[src/rtl/hazard_scoreboard_pkg.sv]
// Shared encodings for the ID-stage hazard scoreboard:
// stall-cause codes and producer latencies.
package hazard_scoreboard_pkg;

    typedef enum logic [1:0] {
        CAUSE_NONE       = 2'b00,
        CAUSE_LOAD_USE   = 2'b01,
        CAUSE_BRANCH_DEP = 2'b10,
        CAUSE_LINK_DEP   = 2'b11
    } cause_e;

    localparam logic [1:0] LAT_ALU  = 2'd1;
    localparam logic [1:0] LAT_LOAD = 2'd2;
    localparam logic [1:0] LAT_LINK = 2'd2;

    localparam logic [4:0] REG_LINK = 5'd31;

    // r31 is never forwarded, so it always waits for WB
    function automatic logic [1:0] lat_of(
        input logic [4:0] rd,
        input logic       is_load
    );
        if (rd == REG_LINK)
            return LAT_LINK;
        else if (is_load)
            return LAT_LOAD;
        else
            return LAT_ALU;
    endfunction

    // Returns {hazard, cause} for one source operand
    function automatic logic [2:0] src_haz(
        input logic [4:0] s,
        input logic       en,
        input logic [1:0] p,
        input logic       br
    );
        logic [2:0] res;
        res = {1'b0, CAUSE_NONE};
        if (en && s != 5'd0) begin
            if (s == REG_LINK)
                res = {p != 2'd0, CAUSE_LINK_DEP};
            else if (br)
                res = {p != 2'd0, CAUSE_BRANCH_DEP};
            else
                res = {p == 2'd2, CAUSE_LOAD_USE};
        end
        return res;
    endfunction

endpackage

[src/rtl/hazard_scoreboard_cnt.sv]
// One 2-bit pending-write countdown cell.
// A load overrides the free-running decrement.
module sb_cnt (
    input  logic       clk,
    input  logic       rst,
    input  logic       i_ld,
    input  logic [1:0] i_ld_val,
    output logic [1:0] o_q
);

    logic [1:0] r_q;

    always_ff @(posedge clk) begin
        if (rst)
            r_q <= 2'd0;
        else if (i_ld)
            r_q <= i_ld_val;
        else if (r_q != 2'd0)
            r_q <= r_q - 2'd1;
    end

    assign o_q = r_q;

endmodule

[src/rtl/hazard_scoreboard.sv]
// ID-stage producer scoreboard: stalls consumers that
// no forwarding path or the register file can serve yet.
module hazard_scoreboard
    import hazard_scoreboard_pkg::*;
#(
    parameter int CNT_W = 16
) (
    input  logic             clk,
    input  logic             rst,
    input  logic             id_valid,
    input  logic [4:0]       id_rs,
    input  logic [4:0]       id_rt,
    input  logic             id_use_rs,
    input  logic             id_use_rt,
    input  logic             id_is_branch,
    input  logic [4:0]       id_rd,
    input  logic             id_RFWr,
    input  logic             id_DMRd,
    input  logic             flush_id,
    output logic             stall,
    output logic             bubble,
    output logic             issue,
    output logic [1:0]       stall_cause,
    output logic [CNT_W-1:0] stall_cycles
);

    logic [1:0] w_pend [32];
    logic       w_live;
    logic       w_wr;
    logic [1:0] w_lat;
    logic [2:0] w_hz_rs;
    logic [2:0] w_hz_rt;
    logic       w_stall;
    logic [1:0] w_c_rs;
    logic [1:0] w_c_rt;

    logic [CNT_W-1:0] r_stall_cycles;

    assign w_pend[0] = 2'd0;
    assign w_live    = id_valid & ~flush_id;
    assign w_wr      = issue & id_RFWr & (id_rd != 5'd0);
    assign w_lat     = lat_of(id_rd, id_DMRd);

    for (genvar g = 1; g < 32; g++) begin : g_cnt
        sb_cnt u_cnt (
            .clk      (clk),
            .rst      (rst),
            .i_ld     (w_wr && id_rd == 5'(g)),
            .i_ld_val (w_lat),
            .o_q      (w_pend[g])
        );
    end

    assign w_hz_rs = src_haz(id_rs, id_use_rs,
                             w_pend[id_rs], id_is_branch);
    assign w_hz_rt = src_haz(id_rt, id_use_rt,
                             w_pend[id_rt], id_is_branch);

    assign w_stall = w_live & (w_hz_rs[2] | w_hz_rt[2]);
    assign stall   = w_stall;
    assign bubble  = w_stall;
    assign issue   = w_live & ~w_stall;

    // Codes are ordered by priority, so the larger one wins
    assign w_c_rs = w_hz_rs[2] ? w_hz_rs[1:0] : 2'b00;
    assign w_c_rt = w_hz_rt[2] ? w_hz_rt[1:0] : 2'b00;

    always_comb begin
        stall_cause = CAUSE_NONE;
        if (w_stall)
            stall_cause = (w_c_rs > w_c_rt) ? w_c_rs : w_c_rt;
    end

    always_ff @(posedge clk) begin
        if (rst)
            r_stall_cycles <= '0;
        else if (w_stall && !(&r_stall_cycles))
            r_stall_cycles <= r_stall_cycles + 1'b1;
    end

    assign stall_cycles = r_stall_cycles;

endmodule

[config.mk]
export PLATFORM = sky130hd
export DESIGN_NAME = hazard_scoreboard
export DESIGN_NICKNAME = d
export VERILOG_FILES = /design/src/rtl/hazard_scoreboard_pkg.sv /design/src/rtl/hazard_scoreboard_cnt.sv /design/src/rtl/hazard_scoreboard.sv
export SDC_FILE = /design/constraint.sdc
export NUM_CORES = 1
export LEC_CHECK = 0
export ABC_AREA = 1
export CAP_MARGIN = 15
export CORE_MARGIN = 2
export CORE_UTILIZATION = 45
export CTS_BUF_LIST = sky130_fd_sc_hd__clkbuf_16
export DETAILED_ROUTE_END_ITERATION = 12
export PLACE_DENSITY = 0.7
export SLEW_MARGIN = 40
export SYNTH_ARGS = -nofsm -noshare
export SYNTH_HDL_FRONTEND = slang
export SYNTH_HIERARCHICAL = 1
export SYNTH_SLANG_ARGS = --single-unit
[constraint.sdc]
create_clock -name clk -period 4.4 [get_ports clk]
set_input_delay 0.88 -clock clk [delete_from_list [all_inputs] [get_ports clk]]
set_output_delay 0.88 -clock clk [all_outputs]
set_load 0.01 [all_outputs]
==> results of run 1 <==
sequential cells by signal, summed over array words and instances (netlist names):
register,cells
stall_cycles,16
g_cnt.u_cnt/o_q,62
worst reg2reg max path, delay by kind of cell, from the launching register on:
kind,cells,cell delay [ns]
AND/OR/NAND/NOR,16,1.74
flip-flops,1,0.32
buffers and inverters,7,0.78
synthesized netlist by cell type, types with 6 or more instances:
| cell | n |
|---|---|
| nand3_1 | 187 |
| nand2_1 | 398 |
| a21oi_1 | 25 |
| nor2_2 | 8 |
| nor2_1 | 103 |
| nor3_1 | 7 |
| nand4_1 | 18 |
| buf_6 | 9 |
| buf_2 | 9 |
| o21ai_0 | 11 |
| o21ai_1 | 6 |
| xor2_1 | 9 |
| inv_1 | 302 |
| dfxtp_1 | 78 |
| ha_1 | 35 |
metal layers:
metal  vias up  global-route usage, %  wire length [µm]
met4         0                   6.98               280
met3        17                   2.60              1040
met1      3236                   32.6              9080
met5         -                      0                 0
met2       204                   37.9              8290
li1       3909                      -                 -
area by class of cell:
cell class | instances | share of cell area, %
Multi-Input combinational cell | 829 | 48.9
Sequential cell | 78 | 19.0
Inverter | 306 | 14.0
Timing Repair Buffer | 95 | 11.8
Tap cell | 188 | 2.86
Clock buffer | 9 | 2.73
Clock inverter | 6 | 0.760
worst paths after layout:
check / start / end / slack, ns / cells after the start
worst max-delay path: id_rt[4] / stall_cause[0] / 0.20 / 15
worst min-delay path: stall_cycles[5]$_SDFFE_PP0P_ / stall_cycles[5]$_SDFFE_PP0P_ / 0.50 / 2
worst max register to register: g_cnt[27].u_cnt/o_q[0]$_SDFFE_PP0P_ / g_cnt[1].u_cnt/o_q[1]$_SDFFE_PP0P_ / 1.47 / 23
worst min register to register: stall_cycles[5]$_SDFFE_PP0P_ / stall_cycles[5]$_SDFFE_PP0P_ / 0.50 / 2
power groups by stage:
stage               clock network [W]  registers [W]  logic, W
floorplan                           0        0.00113   0.00163
global placement                    0        0.00122   0.00197
detailed placement                  0        0.00122   0.00202
CTS                          0.000756        0.00121   0.00204
global route                 0.000780        0.00124   0.00243
finish                       0.000736        0.00121   0.00205
kinds of logic (layout without fill, tap and decap cells):
group                    Yosys count  after routing  synth area share [%]
AO/OA/AOI/OAI                     51             51                  4.04
XOR/XNOR                          13             13                  1.66
adder cells (fa/ha/maj)           35             35                  6.37
buffers and inverters            332            416                  19.6
flip-flops                        78             78                  22.7
AND/OR/NAND/NOR                  730            730                  45.7
through the flow:
stage | instance area [µm²] | setup WS [ns]
floorplan | 6880 | 0.725
global placement | 7800 | -0.438
detailed placement | 7800 | -0.464
CTS | 8110 | -0.0326
global route | 8240 | 0.0149
finish | 8240 | 0.197
what timing repair did:
action / 4_1_cts / 5_1_grt
setup buffers: 0 / 3
resized for setup: 14 / 19
hold endpoints to repair: 0 / 0
pin swaps: 2 / 2
setup endpoints to repair: 5 / 3
gates cloned: 0 / 2
==> results.py, run 1 <==
metrics = {
    "synthesis": {
        "synth.area.top_cells": "dfxtp_1, nand2_1, inv_1",
        "yosysWarnings": 6,
        "synthCells": 1239,
        "ys_seq_elements": 78,
        "synth_top_cell_by_area": "dfxtp_1",
        "netlist_area_um2": 6880,
        "mappedNetlistNets": 1298,
        "synth-edff-count": 0,
        "synth_top_area_share_pct": 22.7,
        "yosysUniqueCellTypes": 32,
        "synth_top_flop_cell": "dfxtp_1",
        "async_flop_share_pct": 0,
        "avgSynthCellArea_um2": 5.55,
        "yosysSeqAreaShare_pct": 22.7,
    },
    "layout": {
        "final_layout_size_suffix_gt1_share_pct": 7.41,
        "n_antenna_cell": 0,
        "nets": 1378,
        "final_common_cell": "nand2_1",
        "multi_input_comb_area_um2": 4020,
        "finish.utilization_pct": 54.6,
        "regArea_um2": 1560,
        "syn_to_final_growth_pct": 19.8,
        "final_cells": 1511,
        "fillers": 1574,
        "final_cell_mix": "nand2_1, inv_1, nand3_1",
    },
    "hold_path": {
        "hold_path_class": "flip-flop to flip-flop",
    },
    "detailed_routing": {
        "ant_nets": 0,
        "drt_iter0_drc": 462,
        "first_pass_iters": 5,
        "drt_wl_total_um": 18700,
        "remaining_drc_errors": 0,
        "post_drt_wl_per_cell_um": 12.4,
        "avgViaCountPerCell": 4.87,
        "vias": 7366,
    },
    "floorplan": {
        "start_util_pct": 45.6,
        "dieWidth_um": 128,
        "core_area_um2": 15100,
        "ios": 45,
        "die_area_um2": 16300,
        "row_count": 45,
        "die_h_um": 128,
    },
    "pwr": {
        "p_per_area_nw_per_um2": 486,
        "cellLeakagePower_nw": 4.33,
        "p_clk_share_pct": 18.4,
        "p_seq_share_pct": 30.3,
        "netSwitchingFraction_pct": 44.0,
        "p_total_w": 0.00400,
        "share_comb_of_total_power_pct": 51.3,
        "ir_drop_mv": 0.220,
        "p_int_w": 0.00224,
        "switching_power_w": 0.00176,
    },
    "clock_network": {
        "cts_max_path_buffers": 2,
        "clk_latency_ns": 0.35,
        "cts-root-buf": "clkbuf_16",
        "clk_pin_slew_worst_paths_ns": 0.06,
        "cts_buffers": 9,
        "cts_hold_buf": 0,
        "ctsHtreeMaxLevel": 3,
        "cts_sinks": 78,
        "cts_tree": "built",
    },
    "critical_path": {
        "crit_type": "primary input to output pin",
        "cp_max_fo": 3,
        "cp_top_family": "buffers and inverters",
        "required_ns": 3.52,
        "cp_num_buf_inv": 5,
        "max_stage_delay_ns": 0.54,
        "crit_chain": "clkdlybuf4s50_1 > inv_1 > nor4_4 > nor2_1 > nand3_1 > nand3_2 > inv_1 > o21ai_0 > ha_1 > inv_1 > nor2_1 > a2bb2oi_2 > nor2_1 > nor2_1 > clkdlybuf4s15_2",
        "startpoint_type": "primary input",
        "critPathSlowestCell": "clkdlybuf4s50_1",
        "end_kind": "output pin",
        "path_common_cell": "nor2_1",
        "arrival_ns": 3.32,
    },
    "global_routing": {
        "grt_pass1_vias": 6628,
        "gr-total-overflow": 0,
        "grt_pass1_wl_um": 30800,
        "grt_start_max_net_pins": 46,
        "grtUsageTotal_pct": 23.3,
        "antenna_found_initial": 0,
    },
    "placement": {
        "dp.cells": 1491,
        "portBuffers": 44,
        "post-dp-hpwl_um": 13900,
        "place_congestion": 0.942,
    },
    "sta": {
        "tightest_slew_ns": 0.582,
        "hold_viol": 0,
        "slew_headroom_pct": 61.2,
        "holdWs_ns": 0.497,
        "setup_viol_count_final": 0,
        "finalSetupTns_ns": 0,
        "fmax_ghz": 0.238,
        "timing.final.crit_share_pct": 95.5,
        "maxSlewViolCount": 0,
        "rsz0062_at_grt": "no",
        "min_period_ns": 4.20,
        "fin_skew_ns": 0.00805,
    },
    "flow_run": {
        "drv_cap": 0,
    },
    "outcome": {
        "outcome": "finished clean",
    },
}
No activity file was read; power rests on OpenSTA's default activity.
==> run 2, diff against run 1 <==
Settings changed: ABC_CLOCK_PERIOD_IN_PS from default to 4400, SKIP_LAST_GASP from default to 1.
==> run 2 against run 1 <==
Register-to-register slack barely moved. Core utilization did not move. Clock-buffer cell count did not move. Maximum frequency barely moved. First-iteration DRC count rose by 1.5%. Critical endpoint unchanged.
==> results.py, run 2 (same netlist as run 1, synthesis figures left out) <==
metrics = {
    "critical_path": {
        "arrival_ns": 3.32,
        "path_common_cell": "nor2_1",
        "startpoint_type": "primary input",
        "end_kind": "output pin",
        "max_stage_delay_ns": 0.54,
        "cp_num_buf_inv": 5,
        "crit_chain": "clkdlybuf4s50_1 > inv_1 > nor4_4 > nor2_1 > nand3_1 > nand3_2 > inv_1 > o21ai_0 > ha_1 > inv_1 > nor2_1 > a2bb2oi_2 > nor2_1 > nor2_1 > clkdlybuf4s15_2",
        "regToRegSetupSlack_ns": 1.46,
        "critPathSlowestCell": "clkdlybuf4s50_1",
        "crit_type": "primary input to output pin",
        "required_ns": 3.52,
        "cp_max_fo": 3,
        "cp_top_family": "buffers and inverters",
    },
    "clock_network": {
        "cts_buffers": 9,
        "cts_max_path_buffers": 2,
        "cts_sinks": 78,
        "clk_latency_ns": 0.35,
        "cts-root-buf": "clkbuf_16",
        "clk_pin_slew_worst_paths_ns": 0.06,
        "ctsHtreeMaxLevel": 3,
        "cts_tree": "built",
        "cts_hold_buf": 0,
    },
    "floorplan": {
        "dieWidth_um": 128,
        "core_area_um2": 15100,
        "row_count": 45,
        "die_h_um": 128,
        "ios": 45,
        "start_util_pct": 45.6,
        "die_area_um2": 16300,
    },
    "detailed_routing": {
        "drt_iter0_drc": 469,
        "ant_nets": 0,
        "drt_wl_total_um": 18700,
        "vias": 7397,
        "first_pass_iters": 5,
        "avgViaCountPerCell": 4.90,
        "post_drt_wl_per_cell_um": 12.4,
        "remaining_drc_errors": 0,
    },
    "layout": {
        "n_antenna_cell": 0,
        "syn_to_final_growth_pct": 19.8,
        "largest_reg_flops": 62,
        "final_cells": 1511,
        "final_layout_size_suffix_gt1_share_pct": 7.41,
        "regArea_um2": 1560,
        "nets": 1378,
        "fillers": 1574,
        "final_common_cell": "nand2_1",
        "multi_input_comb_area_um2": 4020,
        "final_cell_mix": "nand2_1, inv_1, nand3_1",
    },
    "global_routing": {
        "gr-total-overflow": 0,
        "antenna_found_initial": 0,
        "grtUsageTotal_pct": 23.3,
        "grt_pass1_wl_um": 30800,
        "grt_pass1_vias": 6628,
        "grt_start_max_net_pins": 46,
    },
    "sta": {
        "min_period_ns": 4.20,
        "setup_ws_ns": 0.195,
        "fin_skew_ns": 0.00778,
        "hold_viol": 0,
        "timing.final.crit_share_pct": 95.6,
        "slew_headroom_pct": 61.2,
        "fmax_ghz": 0.238,
        "tightest_slew_ns": 0.582,
        "maxSlewViolCount": 0,
        "rsz0062_at_grt": "no",
        "setup_viol_count_final": 0,
    },
    "placement": {
        "place_congestion": 0.942,
        "portBuffers": 44,
        "post-place-ws_ns": -0.464,
        "post-dp-hpwl_um": 13900,
        "dp.cells": 1491,
    },
    "flow_run": {
        "drv_cap": 0,
    },
    "pwr": {
        "cellLeakagePower_nw": 4.33,
        "p_total_w": 0.00400,
        "ir_drop_mv": 0.220,
        "p_per_area_nw_per_um2": 486,
    },
    "outcome": {
        "outcome": "finished clean",
    },
    "hold_path": {
        "hold_path_class": "flip-flop to flip-flop",
    },
}
## run 2: cell counts in the layout (fill, tap and decap cells not counted)
No cell type changed its count.
## run 2: report_power, final
group	internal (W)	switching (W)	total [W]
registers	0.000956	0.000258	0.00121
clock network	0.000435	0.000300	0.000735
logic	0.000848	0.00120	0.00205
## run 2: path summary, 6_finish.rpt
path,depth (start not counted),end,startpoint
max,15,stall_cause[0],id_rt[4]
min,2,stall_cycles[5]$_SDFFE_PP0P_,stall_cycles[5]$_SDFFE_PP0P_
max reg2reg,21,g_cnt[1].u_cnt/o_q[1]$_SDFFE_PP0P_,g_cnt[7].u_cnt/o_q[1]$_SDFFE_PP0P_
min reg2reg,2,stall_cycles[5]$_SDFFE_PP0P_,stall_cycles[5]$_SDFFE_PP0P_
## run 2: timing repair
item                                    in CTS  in global routing
hold endpoints to repair                     0                  0
gates resized for setup                     13                 19
pin swaps                                    2                  2
buffers inserted                             0                  3
gates cloned                                 0                  2
endpoints found under the setup margin       5                  3
## run 2: cell type report
cell class,count,share of cell area (%)
well taps,188,2.86
multi-input cells,829,48.9
clock inverters,6,0.760
flip-flops and latches,78,19.0
repair buffers,95,11.8
clock buffers,9,2.73
inverters,306,14.0
## run 2: per-layer routing
layer / track usage (%) / routed length (µm) / up-vias
met2: 37.9 / 8340 / 207
li1: - / - / 3908
met3: 2.60 / 1120 / 23
met5: 0 / 0 / -
met4: 6.98 / 284 / 0
met1: 32.6 / 9000 / 3259
## run 2: per-stage QoR
step / setup TNS [ns] / utilization [%] / cell area (µm²) / hold WS, ns
after global placement: -0.606 / 51.7 / 7800 / 0.491
after floorplan: 0 / - / 6880 / 0.503
after CTS: -0.0334 / 53.8 / 8110 / 0.498
after detailed placement: -0.633 / 51.7 / 7800 / 0.488
final: 0 / 54.6 / 8240 / 0.497
after global routing: 0 / 54.6 / 8240 / 0.522
## run 2: tightest hold or removal path: cells and delay by family, from the launching register on
family | cells | cell delay, ns
AND/OR/NAND/NOR | 1 | 0.07
flip-flops | 1 | 0.33
AO/OA/AOI/OAI | 1 | 0.05
==> run 3, diff against run 2 <==
Settings changed: CTS_BUF_LIST sky130_fd_sc_hd__clkbuf_16 to default, GPL_TIMING_DRIVEN from default to 0.
==> run 3 against run 2 <==
Hold slack got worse by 0.00098 ns. Routed wire length up 1.6%. Setup slack worse by 0.021 ns. Critical path depth is 3 higher. Clock-buffer cell count increased by 2. Via count barely moved. Global-route usage is 1.1 points higher. Core utilization down 0.94 points. Total power grew 3.3%. Critical endpoint unchanged. Largest power group unchanged.
==> results.py, run 3 (same netlist as run 1, synthesis figures left out) <==
metrics = {
    "flow_run": {
        "drv_cap": 0,
    },
    "critical_path": {
        "cp_max_fo": 10,
        "required_ns": 3.52,
        "end_kind": "output pin",
        "crit_type": "primary input to output pin",
        "path_common_cell": "nand2_1",
        "arrival_ns": 3.35,
        "critPathSlowestCell": "dlygate4sd2_1",
        "crit_chain": "clkdlybuf4s15_1 > inv_2 > buf_6 > o21ai_0 > o21ai_0 > nand3_1 > nand2_1 > nand2_1 > nand3_1 > nand3_2 > o21bai_2 > ha_1 > nor2_2 > a2bb2oi_2 > nand2_1 > nand2_1 > nor2_1 > dlygate4sd2_1",
        "max_stage_delay_ns": 0.27,
        "startpoint_type": "primary input",
        "reg2regPathDepth": 17,
    },
    "layout": {
        "final_layout_size_suffix_gt1_share_pct": 6.37,
        "largest_reg_flops": 62,
        "finish.utilization_pct": 53.6,
        "nets": 1358,
        "final_cells": 1492,
        "final_common_cell": "nand2_1",
        "fillers": 1562,
        "final_cell_mix": "nand2_1, inv_1, nand3_1",
        "syn_to_final_growth_pct": 17.7,
        "n_antenna_cell": 0,
    },
    "sta": {
        "timing.final.crit_share_pct": 96.0,
        "fin_skew_ns": 0.00856,
        "maxSlewViolCount": 0,
        "hold_viol": 0,
        "min_period_ns": 4.23,
        "setup_viol_count_final": 0,
        "tightest_slew_ns": 0.693,
        "fmax_ghz": 0.237,
        "slew_headroom_pct": 53.8,
    },
    "clock_network": {
        "clk_pin_slew_worst_paths_ns": 0.06,
        "cts_max_path_buffers": 2,
        "cts_sinks": 78,
        "clk_latency_ns": 0.35,
        "ctsHtreeMaxLevel": 3,
        "cts-root-buf": "clkbuf_16",
        "cts_tree": "built",
        "cts_buffers": 9,
    },
    "detailed_routing": {
        "remaining_drc_errors": 0,
        "drt_wl_total_um": 19000,
        "ant_nets": 0,
        "drt_iter0_drc": 484,
        "avgViaCountPerCell": 4.95,
        "first_pass_iters": 5,
        "post_drt_wl_per_cell_um": 12.8,
        "vias": 7392,
    },
    "floorplan": {
        "row_count": 45,
        "start_util_pct": 45.6,
        "die_area_um2": 16300,
        "ios": 45,
        "core_area_um2": 15100,
        "dieWidth_um": 128,
        "die_h_um": 128,
    },
    "global_routing": {
        "antenna_found_initial": 0,
        "grtUsageTotal_pct": 24.5,
        "grt_pass1_vias": 6778,
        "gr-total-overflow": 0,
        "grt_start_max_net_pins": 32,
        "grt_pass1_wl_um": 32000,
    },
    "hold_path": {
        "hold_path_class": "flip-flop to flip-flop",
        "min_path_cells": 2,
    },
    "placement": {
        "post-dp-hpwl_um": 14200,
        "dp.cells": 1470,
        "place_congestion": 0.956,
        "portBuffers": 40,
    },
    "pwr": {
        "ir_drop_mv": 0.214,
        "cellLeakagePower_nw": 4.19,
        "p_per_area_nw_per_um2": 510,
    },
    "outcome": {
        "outcome": "finished clean",
    },
}
run 3: cell types whose count changed in the layout (fill, tap and decap cells not counted), sizes merged:
cell | before | now
bufinv | 1 | 3
clkinv | 2 | 1
inv | 307 | 306
buf | 51 | 31
dlygate4sd2 | 2 | 1
dlymetal6s2s | 7 | 3
clkinvlp | 2 | 1
clkbuf | 11 | 16
clkdlybuf4s50 | 32 | 34
run 3: cell type report:
class                      count  area (µm²)  area share [%]
multi-input combinational    829        4060            50.2
buffer                        26         216            2.67
inverter                     306        1150            14.2
tap                          188         235            2.91
clock buffer                  11         243            3.00
timing repair buffer          49         517            6.38
clock inverter                 5         106            1.31
sequential                    78        1560            19.3
run 3: final timing paths:
path	startpoint	end	slack, ns
setup / recovery	id_rs[0]	stall_cause[0]	0.17
hold / removal	stall_cycles[5]$_SDFFE_PP0P_	stall_cycles[5]$_SDFFE_PP0P_	0.50
setup reg to reg	g_cnt[3].u_cnt/o_q[0]$_SDFFE_PP0P_	g_cnt[6].u_cnt/o_q[0]$_SDFFE_PP0P_	1.82
hold reg to reg	stall_cycles[5]$_SDFFE_PP0P_	stall_cycles[5]$_SDFFE_PP0P_	0.50
run 3: report_power, final:
part,internal [W],switching (W),leakage [nW]
Combinational,0.000831,0.00122,3.38
Clock,0.000571,0.000318,0.166
Sequential,0.000956,0.000240,0.640
Total,0.00236,0.00177,4.19
run 3: per-layer routing:
| layer | vias up | share of wire, % | track usage [%] |
|---|---|---|---|
| li1 | 3880 | - | - |
| met1 | 3228 | 47 | 33.5 |
| met2 | 254 | 44 | 39.4 |
| met3 | 30 | 7.6 | 3.39 |
| met4 | 0 | 2.0 | 8.79 |
| met5 | - | 0 | 0 |
run 3: critical path: cells and delay by family:
family | cells | cell delay [ns]
adders and majority gates | 1 | 0.22
buffers and inverters | 4 | 0.79
AOI/OAI and AO/OA | 4 | 0.70
and+or+nand+nor | 9 | 0.75
run 3: stage by stage:
step	cell area (µm²)	hold WS [ns]	worst slack, ns	total power (W)	TNS (ns)
after floorplan	6880	0.503	0.725	0.00275	0
after global placement	7510	0.488	-1.72	0.00313	-53.89
after detailed placement	7590	0.489	-0.566	0.00320	-1.00
after CTS	8030	0.500	0.0311	0.00413	0
after global routing	8090	0.524	-0.00884	0.00459	-0.00884
final	8090	0.496	0.174	0.00413	0
run 3: what timing repair did:
| action | CTS | global route |
|---|---|---|
| hold buffers | 0 | 0 |
| resized for setup | 20 | 15 |
| setup buffers | 4 | 2 |
| gates cloned | 0 | 0 |
| pin swaps | 1 | 3 |
| endpoints found under the setup margin | 4 | 3 |
==> patch: new RTL, config.mk and constraints of run 3 <==
The parameter `CNT_W` goes from 16 to 32.
--- a/src/rtl/hazard_scoreboard.sv
+++ b/src/rtl/hazard_scoreboard.sv
@@ -3,7 +3,7 @@
 module hazard_scoreboard
     import hazard_scoreboard_pkg::*;
 #(
-    parameter int CNT_W = 16
+    parameter int CNT_W = 32
 ) (
     input  logic             clk,
     input  logic             rst,
Interface: changed (resized stall_cycles); port bits go from 45 to 61. No check against the original RTL was run, so the function may have changed too.
==> patch against run 3 <==
Cell count up 15%; setup slack worse by 0.046 ns; first-iteration DRC count up 39%; clock skew up 0.0036 ns; clock power down 3.6%; total power up 3.1%; area after synthesis up 15%; wire length up 24%; critical path depth down 7; sequential cell count up 16; cell area up 14%; non-clock buffer count up 23; critical path type unchanged.
==> patch: results (changes against run 3) <==
slowest CP cell clkdlybuf4s50_1 (was dlygate4sd2_1); CP arrival 3.39 ns (was 3.35 ns); clock skew 0.0122 ns (was 0.00856 ns); Mapped Cells 1,412 (was 1,239); sequential area share after synthesis 0.238 (was 0.227); worst slew pin tran 0.664 ns (was 0.693 ns); DP HPWL 18.2 mm (was 14.2 mm); routed len/inst 13.8 um (was 12.8 um); crit-path max cell delay 0.54 ns (was 0.27 ns); VDD IR max 0.258 mV (was 0.214 mV); WHS Path Cells 2 (unchanged); GP Congestion 0.976 (was 0.956); gr usage total 0.262 (was 0.245); Port-buffer cells 56 (was 40); Crit Path Max Fanout 8 (was 10); vias in the first global route 8,001 (was 6,778); ratio of cells with drive above 1 in the final layout 0.0497 (was 0.0637); count of different cell masters after synthesis 30 (was 32); DR vias 8,579 (was 7,392); starting DRC count in detailed routing 671 (was 484); Lkg Pwr 4.52 nW (was 4.19 nW); outcome complete, no violations (unchanged); Placement Cell Area 8830 um^2 (was 7590 um^2); DR pass1 iterations 9 (was 5); fill cell count 1,774 (was 1,562); placed cells 1,696 (was 1,470); Non-Filler Instances 1,714 (was 1,492)
[patch: changes by cell type after synthesis, moves of 8 or more]
cell / run 3 / this run
xor2_1: 9 / 24
nand2_1: 398 / 447
nor2_1: 103 / 129
dfxtp_1: 78 / 94
inv_1: 302 / 310
nor3_1: 7 / 16
a21oi_1: 25 / 39
nand4_1: 18 / 38
[patch: final timing paths]
check	from	to	slack [ns]
hold / removal	stall_cycles[8]	stall_cycles[8]	0.50
setup / recovery	id_rs[3]	stall	0.13
setup reg to reg	g_cnt[12].u_cnt/o_q[0]	g_cnt[11].u_cnt/o_q[0]	1.85
hold reg to reg	stall_cycles[8]	stall_cycles[8]	0.50
[patch: cells by family (layout without fill, tap and decap cells)]
| logic type | count (synthesis) | count (layout) | share of synthesized area |
|---|---|---|---|
| buffers and inverters | 352 | 429 | 0.177 |
| AOI/OAI and AO/OA | 65 | 65 | 0.0436 |
| DFF | 94 | 94 | 0.238 |
| and+or+nand+nor | 837 | 837 | 0.454 |
| adders and majority gates | 35 | 35 | 0.0553 |
| xor gates and xnor gates | 29 | 29 | 0.0321 |
[patch: tightest hold or removal path, stage by stage, from the launching register on]
cell and delay (ns):
dfxtp_1 0.34, nand2_1 0.07, a21oi_1 0.05
[patch: timing repair]
item | 4_1_cts | 5_1_grt
buffers inserted | 2 | 0
hold buffers | 0 | 0
cloned | 0 | 0
setup endpoints to repair | 3 | 3
pin swaps | 0 | 1
resized for setup | 20 | 8
[patch: routing by layer]
metal | share of wire | vias up | wire, um | global-route usage
met5 | 0 | - | 0 | 0
met4 | 0.027 | 0 | 632 | 0.111
met3 | 0.059 | 48 | 1410 | 0.0344
met2 | 0.47 | 261 | 11100 | 0.452
met1 | 0.44 | 3792 | 10500 | 0.328
li1 | - | 4478 | - | -
[patch: cell type report]
type	count	area [um^2]	area share
multi-input combinational	966	4700	0.508
sequential	94	1880	0.203
inverter	315	1180	0.128
timing repair buffer	61	653	0.0706
tap	225	282	0.0304
clock buffer	11	233	0.0252
buffer	37	231	0.0250
clock inverter	5	82.6	0.00893
[patch: report_power, final]
| group | internal, W | leakage, nW | switching (W) |
|---|---|---|---|
| sequential | 0.00110 | 0.769 | 0.000239 |
| clock | 0.000501 | 0.154 | 0.000356 |
| combinational | 0.000826 | 3.60 | 0.00124 |
| total | 0.00243 | 4.52 | 0.00183 |
[patch: per-stage QoR]
step	worst slack (ns)	total power [W]	setup TNS, ns
3_5_place_dp	-0.525	0.00339	-0.747
5_1_grt	0.00757	0.00471	0
3_3_place_gp	-1.69	0.00331	-52.94
2_1_floorplan	0.719	0.00291	0
6_report	0.128	0.00426	0
4_1_cts	0.0350	0.00427	0
